===== config.mk =====
export PLATFORM = sky130hd
export DESIGN_NAME = dual_port_rom_read_ctrl
export DESIGN_NICKNAME = d
export VERILOG_FILES = /design/src/rtl/dual_port_rom_pkg.sv /design/src/rtl/dual_port_rom_rd_lane.sv /design/src/rtl/dual_port_rom_read_ctrl.sv
export SDC_FILE = /design/constraint.sdc
export NUM_CORES = 1
export LEC_CHECK = 0
export ABC_AREA = 1
export BUFFER_PORTS_ARGS = -buffer_cell sky130_fd_sc_hd__buf_2
export CORE_MARGIN = 8
export CORE_UTILIZATION = 43
export CTS_CLUSTER_DIAMETER = 50
export DETAILED_ROUTE_END_ITERATION = 8
export PLACE_DENSITY = 0.78
export SLEW_MARGIN = 30
export SYNTH_ARGS = -nofsm -noshare
export SYNTH_HDL_FRONTEND = slang
export SYNTH_SLANG_ARGS = --single-unit

===== constraint.sdc =====
create_clock -name clk_i -period 1.3 [get_ports clk_i]
set_input_delay 0.065 -clock clk_i [delete_from_list [all_inputs] [get_ports clk_i]]
set_output_delay 0.065 -clock clk_i [all_outputs]
set_load 0.01 [all_outputs]

===== src/rtl/dual_port_rom_pkg.sv =====
// rtl/dual_port_rom_pkg.sv - shared widths and state types for the dual-port ROM read controller
package dual_port_rom_pkg;
    localparam int ROM_ADDR_W = 3;
    localparam int ROM_DATA_W = 8;

    typedef enum logic [1:0] {IDLE, ISSUE, WAIT, HOLD} lane_state_t;
    typedef enum logic {PRIO_A, PRIO_B} prio_t;
endpackage


===== src/rtl/dual_port_rom_rd_lane.sv =====
// rtl/dual_port_rom_rd_lane.sv - one client lane: read FSM, response register, optional count (ROM_RD_CNT_EN)
module dual_port_rom_rd_lane
    import dual_port_rom_pkg::*;
#(
    parameter int DATA_W = ROM_DATA_W
)(
    input  logic              clk,
    input  logic              rst,
    input  logic              accept,
    input  logic              rsp_ready,
    input  logic [DATA_W-1:0] rom_data,
    output logic              can_accept,
    output logic              rsp_valid,
    output logic [DATA_W-1:0] rsp_data
`ifdef ROM_RD_CNT_EN
    ,
    output logic [15:0]       rd_cnt
`endif
);
    lane_state_t state;
    logic        drain;

    assign drain      = (state == HOLD) && rsp_ready;
    // Draining and accepting in one cycle lets back-to-back reads skip the idle bubble.
    assign can_accept = (state == IDLE) || drain;

    always_ff @(posedge clk or posedge rst) begin
        if (rst) begin
            state     <= IDLE;
            rsp_valid <= 1'b0;
            rsp_data  <= '0;
        end else begin
            case (state)
                IDLE:  if (accept) state <= ISSUE;
                ISSUE: state <= WAIT;
                WAIT: begin
                    rsp_data  <= rom_data;
                    rsp_valid <= 1'b1;
                    state     <= HOLD;
                end
                HOLD: if (rsp_ready) begin
                    rsp_valid <= 1'b0;
                    state     <= accept ? ISSUE : IDLE;
                end
                default: state <= IDLE;
            endcase
        end
    end

`ifdef ROM_RD_CNT_EN
    always_ff @(posedge clk or posedge rst) begin
        if (rst) begin
            rd_cnt <= '0;
        end else if (drain && (rd_cnt != 16'hFFFF)) begin
            rd_cnt <= rd_cnt + 16'd1;
        end
    end
`endif
endmodule


===== src/rtl/dual_port_rom_read_ctrl.sv =====
// rtl/dual_port_rom_read_ctrl.sv - round-robin two-client ROM read controller; ROM_RD_CNT_EN adds read counters
module dual_port_rom_read_ctrl
    import dual_port_rom_pkg::*;
#(
    parameter int ADDR_W = ROM_ADDR_W,
    parameter int DATA_W = ROM_DATA_W
)(
    input  logic              clk_i,
    input  logic              rst_i,
    input  logic              req_a_valid_i,
    input  logic [ADDR_W-1:0] req_a_addr_i,
    output logic              req_a_ready_o,
    output logic              rsp_a_valid_o,
    output logic [DATA_W-1:0] rsp_a_data_o,
    input  logic              rsp_a_ready_i,
    input  logic              req_b_valid_i,
    input  logic [ADDR_W-1:0] req_b_addr_i,
    output logic              req_b_ready_o,
    output logic              rsp_b_valid_o,
    output logic [DATA_W-1:0] rsp_b_data_o,
    input  logic              rsp_b_ready_i,
    output logic              rom_en_a_o,
    output logic [ADDR_W-1:0] rom_addr_a_o,
    output logic              rom_en_b_o,
    output logic [ADDR_W-1:0] rom_addr_b_o,
    input  logic [DATA_W-1:0] rom_data_a_i,
    input  logic [DATA_W-1:0] rom_data_b_i
`ifdef ROM_RD_CNT_EN
    ,
    output logic [15:0]       rd_cnt_a_o,
    output logic [15:0]       rd_cnt_b_o
`endif
);
    prio_t prio;
    logic  can_a, can_b, want_a, want_b, grant_a, grant_b;

    assign want_a = can_a && req_a_valid_i;
    assign want_b = can_b && req_b_valid_i;

    // A port's ready looks only at the other port's request, so it never loops through its own valid.
    assign req_a_ready_o = !rst_i && can_a && !(want_b && (prio == PRIO_B));
    assign req_b_ready_o = !rst_i && can_b && !(want_a && (prio == PRIO_A));
    assign grant_a       = req_a_valid_i && req_a_ready_o;
    assign grant_b       = req_b_valid_i && req_b_ready_o;

    always_ff @(posedge clk_i or posedge rst_i) begin
        if (rst_i) begin
            prio         <= PRIO_A;
            rom_en_a_o   <= 1'b0;
            rom_en_b_o   <= 1'b0;
            rom_addr_a_o <= '0;
            rom_addr_b_o <= '0;
        end else begin
            rom_en_a_o <= grant_a;
            rom_en_b_o <= grant_b;
            if (grant_a) rom_addr_a_o <= req_a_addr_i;
            if (grant_b) rom_addr_b_o <= req_b_addr_i;
            if (want_a && want_b) prio <= (prio == PRIO_A) ? PRIO_B : PRIO_A;
        end
    end

    dual_port_rom_rd_lane #(.DATA_W(DATA_W)) u_lane_a (
        .clk        (clk_i),
        .rst        (rst_i),
        .accept     (grant_a),
        .rsp_ready  (rsp_a_ready_i),
        .rom_data   (rom_data_a_i),
        .can_accept (can_a),
        .rsp_valid  (rsp_a_valid_o),
        .rsp_data   (rsp_a_data_o)
`ifdef ROM_RD_CNT_EN
        ,
        .rd_cnt     (rd_cnt_a_o)
`endif
    );

    dual_port_rom_rd_lane #(.DATA_W(DATA_W)) u_lane_b (
        .clk        (clk_i),
        .rst        (rst_i),
        .accept     (grant_b),
        .rsp_ready  (rsp_b_ready_i),
        .rom_data   (rom_data_b_i),
        .can_accept (can_b),
        .rsp_valid  (rsp_b_valid_o),
        .rsp_data   (rsp_b_data_o)
`ifdef ROM_RD_CNT_EN
        ,
        .rd_cnt     (rd_cnt_b_o)
`endif
    );
endmodule


Word-level counts from Yosys, hierarchy flattened
Cells that the tools add are included.
{ "word_totals": {"wordCells": 61, "register_bits": 31} }
{ "classes": {"n_mux": 13, "n_reduce_logical": 26, "n_eq_ne": 10, "bitwise_logic": 1} }
{ "op_table": {"columns": ["cell", "n"], "rows": [
  ["2-bit one-hot mux with 4 select lines", 2],
  ["1-bit logical AND", 13],
  ["2-bit equality test (second input constant)", 4],
  ["2-bit two-way mux", 4],
  ["2-bit != test (second input constant)", 4],
  ["2-bit AND reduction", 4],
  ["1-bit two-way mux", 5],
  ["2-bit by 1-bit equality test with 1-bit output (second input constant)", 2],
  ["2-bit zero test", 2],
  ["1-bit one-hot mux with 2 select lines", 2],
  ["2-bit nonzero test", 2],
  ["1-bit zero test", 3],
  ["1-bit logical OR", 2],
  ["1-bit NOT", 1]
]} }

Longest topological paths before layout
Gate-level depths: netlist of the first run.
{ "depth": {"depth_word": 11, "mapped_depth": 10} }

Modules after synthesis
A second synthesis of the first run with hierarchy kept.
{ "hier_totals": {"cells_unflattened": 139, "hier_area_um2": 1501.4} }
{ "modules_own_cells": {"columns": ["module", "instances", "area_each_um2", "cells_per_inst"], "rows": [
  ["dual_port_rom_rd_lane", 2, 538.0, 46],
  ["dual_port_rom_read_ctrl", 1, 425.4, 47]
]} }

Worst setup path after synthesis of the first run
OpenSTA, ideal clock, no wires.
{ "synth_timing": {"path_type": "register to register", "from": "reg u_lane_a.state[0]", "to": "reg u_lane_a.state[0]", "required_ns": 1.181, "path_buffers": 0, "t_arrival_ns": 1.295, "synth_period_minus_slack_ns": 1.415, "path_slack_ns": -0.115, "path_stages_with_launch": 10, "path_cell_list": "dfrtp_1 inv_1 ha_1 inv_2 a21oi_4 nand3_4 nand2_4 nand3_2 nand2_1 nand2_1"} }
{ "synth_via": {"elab_chain_len": 9, "word_cells_on_any_way": 15} }
{ "synth_lines": {"columns": ["element", "line_no", "source"], "rows": [
  ["start, declared", "dual_port_rom_rd_lane.sv:20", "lane_state_t state;"],
  ["start signal, assigned", "dual_port_rom_rd_lane.sv:43", "state <= accept ? ISSUE : IDLE;"],
  ["2-bit equality test", "dual_port_rom_rd_lane.sv:23, dual_port_rom_rd_lane.sv:33", null],
  ["1-bit logical AND", "dual_port_rom_rd_lane.sv:23", "assign drain = (state == HOLD) && rsp_ready;"],
  ["1-bit logical OR", "dual_port_rom_rd_lane.sv:25", "assign can_accept = (state == IDLE) || drain;"],
  ["1-bit logical AND (2 in a row)", "dual_port_rom_read_ctrl.sv:41", "assign req_a_ready_o = !rst_i && can_a && !(want_b && (prio == PRIO_B));"],
  ["1-bit logical AND", "dual_port_rom_read_ctrl.sv:43", "assign grant_a = req_a_valid_i && req_a_ready_o;"],
  ["1-bit two-way mux", "dual_port_rom_rd_lane.sv:43", null],
  ["2-bit two-way mux", "dual_port_rom_rd_lane.sv:41", "HOLD: if (rsp_ready) begin"],
  ["2-bit one-hot mux with 4 select lines", "dual_port_rom_rd_lane.sv:33", "case (state)"]
]} }
Parallel ways exist; a longest one is shown, timed or not. The select of a mux whose other input is x is not followed.
A chain may end at the register's enable or synchronous reset.

Worst setup path in the final report of the first run
{ "layout_timing": {"from": "reg u_lane_b.state[1]", "to": "out req_b_ready_o"} }
{ "layout_via": {"elab_chain_len": 5, "word_cells_on_any_way": 6} }
{ "layout_lines": {"columns": ["element", "line_no", "source"], "rows": [
  ["start, declared", "dual_port_rom_rd_lane.sv:20", null],
  ["start signal, assigned", "dual_port_rom_rd_lane.sv:43", null],
  ["2-bit equality test", "dual_port_rom_rd_lane.sv:23", null],
  ["1-bit logical AND", "dual_port_rom_rd_lane.sv:23", null],
  ["1-bit logical OR (*)", "dual_port_rom_rd_lane.sv:25", null],
  ["1-bit logical AND (*) (2 in a row)", "dual_port_rom_read_ctrl.sv:42", "assign req_b_ready_o = !rst_i && can_b && !(want_a && (prio == PRIO_A));"],
  ["end, declared", "dual_port_rom_read_ctrl.sv:18", "output logic req_b_ready_o,"]
]} }
Mark *: on every way between the ends. The rest lies on a longest branch, timed or not.

==> qor.yml, run 1 <==
outcome:
  status: "finished, violations left"
  violations: "negative setup slack"
sta:
  slew_headroom_pct: 74.6
  setup_tns_ns: -4.47
  finalHoldViolCount: 0
  setup_ws_ns: -0.336
  slew_violations: 0
  rsz0062_at_grt: "yes"
  layout_worst_path_cycle_share_pct: 126
  tightest_slew_ns: 0.380
  fmax_mhz: 611
  clock_skew_ns: 0.0107
  setup_violations: 31
  min_period_ns: 1.64
detailed_routing:
  drtPass1Iterations: 4
  drc: 0
  vias: 1520
  routed_wl_um: 5890
  antenna_left: 0
  wl_per_cell_um: 20.1
  drt_iter0_drc: 111
  via_per_inst: 5.19
placement:
  place.gp.congestion: 0.854
  dp_hpwl_um: 2680
  port_buffers: 55
  dpl_cell_area_sq_mm: 0.00198
  dp_cells: 247
die:
  rows: 21
  die_x_um: 74.5
  die_h_um: 74.5
  die_area_sq_mm: 0.00555
  start_util_pct: 44.4
  core_area_sq_mm: 0.00331
  io_pins: 56
finish:
  final_cells: 293
  final_area_sq_mm: 0.00258
  drive_above_1_share_pct: 58.7
  area_growth_pct: 75.3
  fin_nets: 282
  antenna_cells: 0
global_route:
  grt_pass1_vias: 1432
  grt_pass1_wl_um: 7110
  antenna_found_initial: 0
  grt_max_degree: 25
  track_usage_pct: 17.2
  grt-ovfl-total: 0
clock_tree:
  cts_buffers: 5
  clk_path_buf_depth: 2
  path_clk_slew_ns: 0.10
  h-tree-depth: 2
  clk_latency_ns: 0.35
  cts_root_buffer: "clkbuf_4"
  cts_sinks: 31
  tritoncts: "done"
setup_path:
  slowest_stage: "dfrtp_1"
  cp_common_cell: "inv_2"
  crit_fanout: 3
  criticalPathCategory: "register to primary output"
  worstPathRequired_ns: 1.24
  crit_path_end_kind: "primary output"
  cp_num_buf_inv: 5
  crit_chain: "inv_2 -> ha_4 -> inv_2 -> a21oi_4 -> buf_6 -> nand2_2 -> inv_1 -> buf_2"
  cp-start-kind: "register"
  critical_path_arrival_ns: 1.57
  critical_path.max_stage_delay_ns: 0.44
  crit_family: "buffers and inverters"
logic_synthesis:
  synth_top_area_share_pct: 52.7
  yosysSeqAreaShare_pct: 52.7
  synth_enable_flop_cells: 0
  synth_top_area_cell: "dfrtp_1"
  yosysUniqueCellTypes: 20
  syn_area_sq_mm: 0.00147
  synthTopCellsByArea: "dfrtp_1 (53%), mux2_2 (12%), nand2_1 (7.9%)"
  avgSynthCellArea_sq_um: 11.2
  ys.flop_type: "dfrtp_1"
  synthArstFlopShare_pct: 100
  syn_inst: 131
  synth_warnings: 0
  synthTopCellsByCount: "dfrtp_1 (31), nand2_1 (31), mux2_2 (16), inv_1 (11), ha_1 (8)"
  syn_nets: 167
  synth_seq_cells: 31
power_and_ir_drop:
  p_per_area_mw_per_mm2: 2490
  p_leak_nw: 1.32
  vdd_ir_drop_max_mv: 1.45
run:
  maxCapViolCount: 0
worst_hold_path:
  hold_class: "primary input to register"
==> worst reg2reg max path: stages (launching register included) <==
cell	delay, ns
dfrtp_1	0.44
inv_2	0.11
ha_4	0.14
inv_2	0.05
a21oi_4	0.15
buf_4	0.15
nand3_4	0.11
nand2_4	0.10
nand3_1	0.07
nand2_1	0.06
nand2_1	0.06
==> logic make-up (layout without fill, tap and decap cells) <==
family,Yosys count,after routing,synth area share [%]
AO/OA/AOI/OAI,8,8,4.93
XOR/XNOR,1,1,0.595
adder cells (fa/ha/maj),8,8,6.80
buffers and inverters,16,132,4.25
flip-flops,31,31,52.7
multiplexers,16,16,12.2
AND/OR/NAND/NOR,51,51,18.5
==> worst paths after layout <==
check | start | endpoint | depth (start not counted) | slack [ns]
setup reg to reg | u_lane_b.state[1]$_DFFE_PP0P_ | u_lane_b.state[0]$_DFFE_PP0P_ | 10 | -0.27
min in group asynchronous | rst_i | rom_addr_a_o[2]$_DFFE_PP0P_ | 3 | 0.29
hold / removal | req_a_valid_i | prio$_DFFE_PP0P_ | 3 | 0.09
max in group asynchronous | rst_i | u_lane_b.state[0]$_DFFE_PP0P_ | 4 | 0.55
setup / recovery | u_lane_b.state[1]$_DFFE_PP0P_ | req_b_ready_o | 8 | -0.34
hold reg to reg | u_lane_b.rsp_data[1]$_DFFE_PP0P_ | u_lane_b.rsp_data[1]$_DFFE_PP0P_ | 1 | 0.53
==> placed cells by master (no fill, tap or decap), drive strengths merged <==
cell type    netlist  layout
a21oi              6       6
ha                 8       8
nand3              8       8
inv               14      14
clkinv             0       1
buf                2      85
clkbuf             0       6
dlygate4sd3        0      25
bufinv             0       1
xor2               1       1
dfrtp             31      31
nand2             36      36
mux2              16      16
o211ai             2       2
nand4              3       3
or2                2       2
nor2               2       2
==> area by class of cell <==
| class | count | area [sq um] |
|---|---|---|
| Inverter | 14 | 57.6 |
| Sequential cell | 31 | 779 |
| Clock inverter | 2 | 35.0 |
| Tap cell | 46 | 57.6 |
| Multi-Input combinational cell | 84 | 782 |
| Clock buffer | 6 | 51.3 |
| Timing Repair Buffer | 110 | 817 |
| Fill cell | 178 | 731 |
==> power breakdown <==
group | total, mW | switching, mW | internal [mW]
clock | 0.828 | 0.374 | 0.454
sequential | 1.83 | 0.380 | 1.45
combinational | 3.78 | 1.77 | 2.01
total | 6.44 | 2.52 | 3.91
==> routing by layer <==
layer | track usage (%) | share of wire [%] | up-vias
met1 | 18.2 | 41 | 764
li1 | - | - | 661
met2 | 31.0 | 49 | 76
met4 | 7.39 | 3.0 | 0
met5 | 0 | 0 | -
met3 | 4.58 | 7.2 | 19
==> registers in the layout, summed over array words and instances (netlist names) <==
name / flops
rom_en_a_o: 1
rom_addr_b_o: 3
rom_en_b_o: 1
u_lane_b.rsp_data: 8
prio: 1
u_lane_b.state: 2
rom_addr_a_o: 3
u_lane_a.rsp_data: 8
u_lane_b.rsp_valid: 1
u_lane_a.state: 2
u_lane_a.rsp_valid: 1
==> per-stage QoR <==
step / utilization (%) / worst slack (ns) / hold WS, ns / total power [mW]
2_1_floorplan: - / -0.0189 / 0.151 / 3.26
3_3_place_gp: 59.8 / -0.0740 / 0.111 / 4.34
3_5_place_dp: 59.8 / -0.106 / 0.114 / 4.42
4_1_cts: 73.8 / -0.317 / 0.0569 / 5.61
5_1_grt: 77.9 / -0.401 / 0.0924 / 6.78
6_report: 77.9 / -0.336 / 0.0853 / 6.44
==> repair_timing <==
action | CTS | global route
endpoints found under the setup margin | 27 | 31
pin swaps | 6 | 6
hold endpoints to repair | 31 | 0
hold buffers | 25 | 0
buffers inserted | 9 | 8
resized for setup | 18 | 26
Note: power is estimated with default switching activity, not from simulation.
==> inputs of run 2 (changes only) <==
--- a/config.mk
+++ b/config.mk
@@ -8,11 +8,12 @@
 export ABC_AREA = 1
 export BUFFER_PORTS_ARGS = -buffer_cell sky130_fd_sc_hd__buf_2
 export CORE_MARGIN = 8
-export CORE_UTILIZATION = 43
+export CORE_UTILIZATION = 44
 export CTS_CLUSTER_DIAMETER = 50
 export DETAILED_ROUTE_END_ITERATION = 8
-export PLACE_DENSITY = 0.78
+export PLACE_DENSITY = 0.79
 export SLEW_MARGIN = 30
 export SYNTH_ARGS = -nofsm -noshare
 export SYNTH_HDL_FRONTEND = slang
+export SYNTH_HIERARCHICAL = 1
 export SYNTH_SLANG_ARGS = --single-unit
==> qor.yml, run 2 <==
logic_synthesis:
  synthTopCellsByArea: "dfrtp_1 (52%), mux2_4 (16%), nand2_1 (9.0%)"  # was dfrtp_1 (53%), mux2_2 (12%), nand2_1 (7.9%)
  yosysSeqAreaShare_pct: 51.7  # was 52.7%
  ys.flop_type: "dfrtp_1"  # unchanged
  syn_nets: 173  # was 167
  syn_area_sq_mm: 0.00150  # was 0.00147 sq mm
  synth_top_area_cell: "dfrtp_1"  # unchanged
  yosysUniqueCellTypes: 14  # was 20
  avgSynthCellArea_sq_um: 10.8  # was 11.2 sq um
  synth_warnings: 6  # was 0
  synth_seq_cells: 31  # unchanged
  synthArstFlopShare_pct: 100  # unchanged
  synth_top_area_share_pct: 51.7  # was 52.7%
  synth_enable_flop_cells: 0  # unchanged
  synthTopCellsByCount: "nand2_1 (36), dfrtp_1 (31), inv_1 (20), mux2_4 (16)"  # was dfrtp_1 (31), nand2_1 (31), mux2_2 (16), inv_1 (11), ha_1 (8)
  yosysMostFrequentCell: "nand2_1"
  syn_inst: 139  # was 131
power_and_ir_drop:
  p_per_area_mw_per_mm2: 2400  # was 2490 mW/mm^2
  p_clk_share_pct: 12.3  # was 12.9%
  pwr-share-seq_pct: 26.9  # was 28.4%
  power.total_mw: 6.48  # was 6.44 mW
  vdd_ir_drop_max_mv: 1.26  # was 1.45 mV
  combinationalPowerShare_pct: 60.8  # was 58.8%
  p_leak_nw: 1.41  # was 1.32 nW
  p_sw_share_pct: 36.7  # was 39.2%
  p_switching_mw: 2.38  # was 2.52 mW
  intPower_mw: 4.10  # was 3.91 mW
finish:
  final_common_cell: "buf_2"  # unchanged
  final_cells: 311  # was 293
  final_area_sq_mm: 0.00270  # was 0.00258 sq mm
  post-route-util_pct: 81.6  # was 77.9%
  fin_nets: 298  # was 282
  final_cell_mix: "buf_2 (53), dfrtp_1 (31), nand2_1 (27), dlygate4sd3_1 (25), buf_4 (23)"  # was buf_2 (54), nand2_1 (29), dfrtp_1 (28), dlygate4sd3_1 (25), buf_4 (21)
  drive_above_1_share_pct: 61.5  # was 58.7%
  antenna_cells: 0  # unchanged
  largestRegisters: "u_lane_a/rsp_data x8, u_lane_b/rsp_data x8"  # was u_lane_a.rsp_data x8, u_lane_b.rsp_data x8
  nFillCells: 199  # was 178
  area_growth_pct: 79.9  # was 75.3%
sta:
  slew_violations: 0  # unchanged
  min_period_ns: 1.74  # was 1.64 ns
  rsz0062_at_grt: "yes"  # unchanged
  fmax_mhz: 576  # was 611 MHz
  hold_slack_ns: 0.0115  # was 0.0853 ns
  tightest_slew_ns: 0.442  # was 0.380 ns
  clock_skew_ns: 0.00452  # was 0.0107 ns
  slew_headroom_pct: 70.4  # was 74.6%
  setup_ws_ns: -0.436  # was -0.336 ns
  setup_violations: 24  # was 31
  finalHoldViolCount: 0  # unchanged
  layout_worst_path_cycle_share_pct: 134  # was 126%
detailed_routing:
  wl_per_cell_um: 15.7  # was 20.1 um
  drc: 0  # unchanged
  routed_wl_um: 4870  # was 5890 um
  via_per_inst: 4.59  # was 5.19
  drtPass1Iterations: 4  # unchanged
  vias: 1428  # was 1,520
  drt_iter0_drc: 45  # was 111
  antenna_left: 0  # unchanged
global_route:
  grt_pass1_vias: 1562  # was 1,432
  antenna_found_initial: 0  # unchanged
  grt_pass1_wl_um: 7470  # was 7110 um
  grt-ovfl-total: 0  # unchanged
  grt_max_degree: 12  # was 25
  track_usage_pct: 17.6  # was 17.2%
die:
  die_x_um: 74.4  # was 74.5 um
  start_util_pct: 45.4  # was 44.4%
  die_h_um: 74.4  # was 74.5 um
  rows: 21  # unchanged
  core_area_sq_mm: 0.00331  # unchanged
  io_pins: 56  # unchanged
  die_area_sq_mm: 0.00554  # was 0.00555 sq mm
clock_tree:
  path_clk_slew_ns: 0.10  # about the same
  clk_path_buf_depth: 2  # unchanged
  h-tree-depth: 2  # unchanged
  cts_buffers: 5  # unchanged
  clk_latency_ns: 0.33  # was 0.35 ns
  cts_root_buffer: "clkbuf_4"  # unchanged
  cts_sinks: 31  # unchanged
  tritoncts: "done"  # unchanged
setup_path:
  r2r.worst_path.cells: 14  # was 10
  crit_family: "buffers and inverters"  # unchanged
  r2r_setup_slack_ns: -0.38  # was -0.27 ns
  critical_path.max_stage_delay_ns: 0.42  # was 0.44 ns
  crit_fanout: 4  # was 3
  criticalPathCategory: "register to primary output"  # unchanged
  slowest_stage: "dfrtp_1"  # unchanged
  cp-start-kind: "register"  # unchanged
  crit_path_end_kind: "primary output"  # unchanged
  worstSetupStartpoint: "u_lane_a/state[1]$_DFFE_PP0P_"  # was u_lane_b.state[1]$_DFFE_PP0P_
  crit_chain: "inv_1 -> ha_2 -> inv_2 -> o21ai_4 -> inv_2 -> nor2_4 -> buf_6 -> nand2_4 -> inv_2 -> buf_6"  # was inv_2 -> ha_4 -> inv_2 -> a21oi_4 -> buf_6 -> nand2_2 -> inv_1 -> buf_2
  r2r_start: "u_lane_a/state[1]$_DFFE_PP0P_"  # was u_lane_b.state[1]$_DFFE_PP0P_
  critical_path_arrival_ns: 1.67  # was 1.57 ns
  r2r-end: "u_lane_a/state[0]$_DFFE_PP0P_"  # was u_lane_b.state[0]$_DFFE_PP0P_
  cp_num_buf_inv: 6  # was 5
  cp_common_cell: "inv_2"  # unchanged
  worstPathRequired_ns: 1.24  # about the same
outcome:
  violations: "negative setup slack"  # unchanged
  status: "finished, violations left"  # unchanged
worst_hold_path:
  hold_class: "primary input to register"  # unchanged
  hold_depth: 3  # unchanged
  hold_end: "rom_addr_a_o[1]$_DFFE_PP0P_"  # was prio$_DFFE_PP0P_
  hp-start: "req_a_addr_i[1]"  # was req_a_valid_i
placement:
  port_buffers: 55  # unchanged
  place.gp.congestion: 0.802  # was 0.854
  dp_cells: 255  # was 247
  dpl_cell_area_sq_mm: 0.00199  # was 0.00198 sq mm
  dp_hpwl_um: 2650  # was 2680 um
run:
  maxCapViolCount: 0  # unchanged
[run 2: changes by cell type in the layout (fill, tap and decap cells not counted), sizes merged, moves of 3 or more]
cell,previous run,this run
inv,14,22
nand4,3,6
buf,85,94
o21ai,0,4
[run 2: timing repair]
action,4_1_cts,5_1_grt
cloned,0,1
pin swaps,17,14
endpoints found under the setup margin,30,33
resized for setup,30,21
buffers inserted,18,11
endpoints found under the hold margin,54,0
hold buffers,25,0
[run 2: worst max path at each step]
stage / end / depth (start not counted) / slack [ns]
6_report: req_a_ready_o / 10 / -0.44
5_1_grt: req_a_ready_o / 10 / -0.52
4_1_cts: req_a_ready_o / 9 / -0.42
3_5_place_dp: u_lane_b/state[0]$_DFFE_PP0P_ / 13 / -0.30
3_3_place_gp: u_lane_b/state[0]$_DFFE_PP0P_ / 13 / -0.28
2_1_floorplan: u_lane_b/state[0]$_DFFE_PP0P_ / 12 / -0.25
[run 2: per-stage QoR]
step | worst slack (ns) | setup TNS, ns
final | -0.436 | -5.12
after global routing | -0.520 | -7.00
after CTS | -0.423 | -5.18
after detailed placement | -0.296 | -4.11
after global placement | -0.278 | -3.48
after floorplan | -0.247 | -1.07
[run 2: cell families (layout without fill, tap and decap cells)]
group                    Yosys count  in the layout  share of synthesized area, %
adder cells (fa/ha/maj)            6              6                          5.00
multiplexers                      16             16                          16.0
AO/OA/AOI/OAI                      8              8                          2.67
flip-flops                        31             31                          51.7
AND/OR/NAND/NOR                   54             54                          17.7
buffers and inverters             24            150                          7.00
[run 2: layout make-up]
| cell class | count | area (sq um) | area share [%] |
|---|---|---|---|
| Clock buffer | 6 | 51.3 | 1.90 |
| Clock inverter | 2 | 35.0 | 1.30 |
| Multi-Input combinational cell | 84 | 761 | 28.2 |
| Sequential cell | 31 | 776 | 28.7 |
| Timing Repair Buffer | 120 | 933 | 34.6 |
| Inverter | 22 | 87.6 | 3.24 |
| Tap cell | 46 | 57.6 | 2.13 |
[run 2: layer usage]
layer	vias up	wire length [um]	track usage, %
met4	0	53	6.52
met5	-	0	0
met3	4	317	4.31
li1	699	-	-
met1	671	1850	19.3
met2	54	2650	31.8
[run 2: power groups by stage]
stage               sequential, mW  combinational, mW  clock, mW
floorplan                     1.89               1.62          0
global placement              1.69               2.80          0
detailed placement            1.71               2.83          0
CTS                           1.71               3.48      0.804
global route                  1.80               4.24      0.856
finish                        1.75               3.94      0.796
[run 2: tightest hold or removal path, stage by stage]
cell,delay [ns]
buf_2,0.10
nand4_1,0.10
nand2_2,0.05
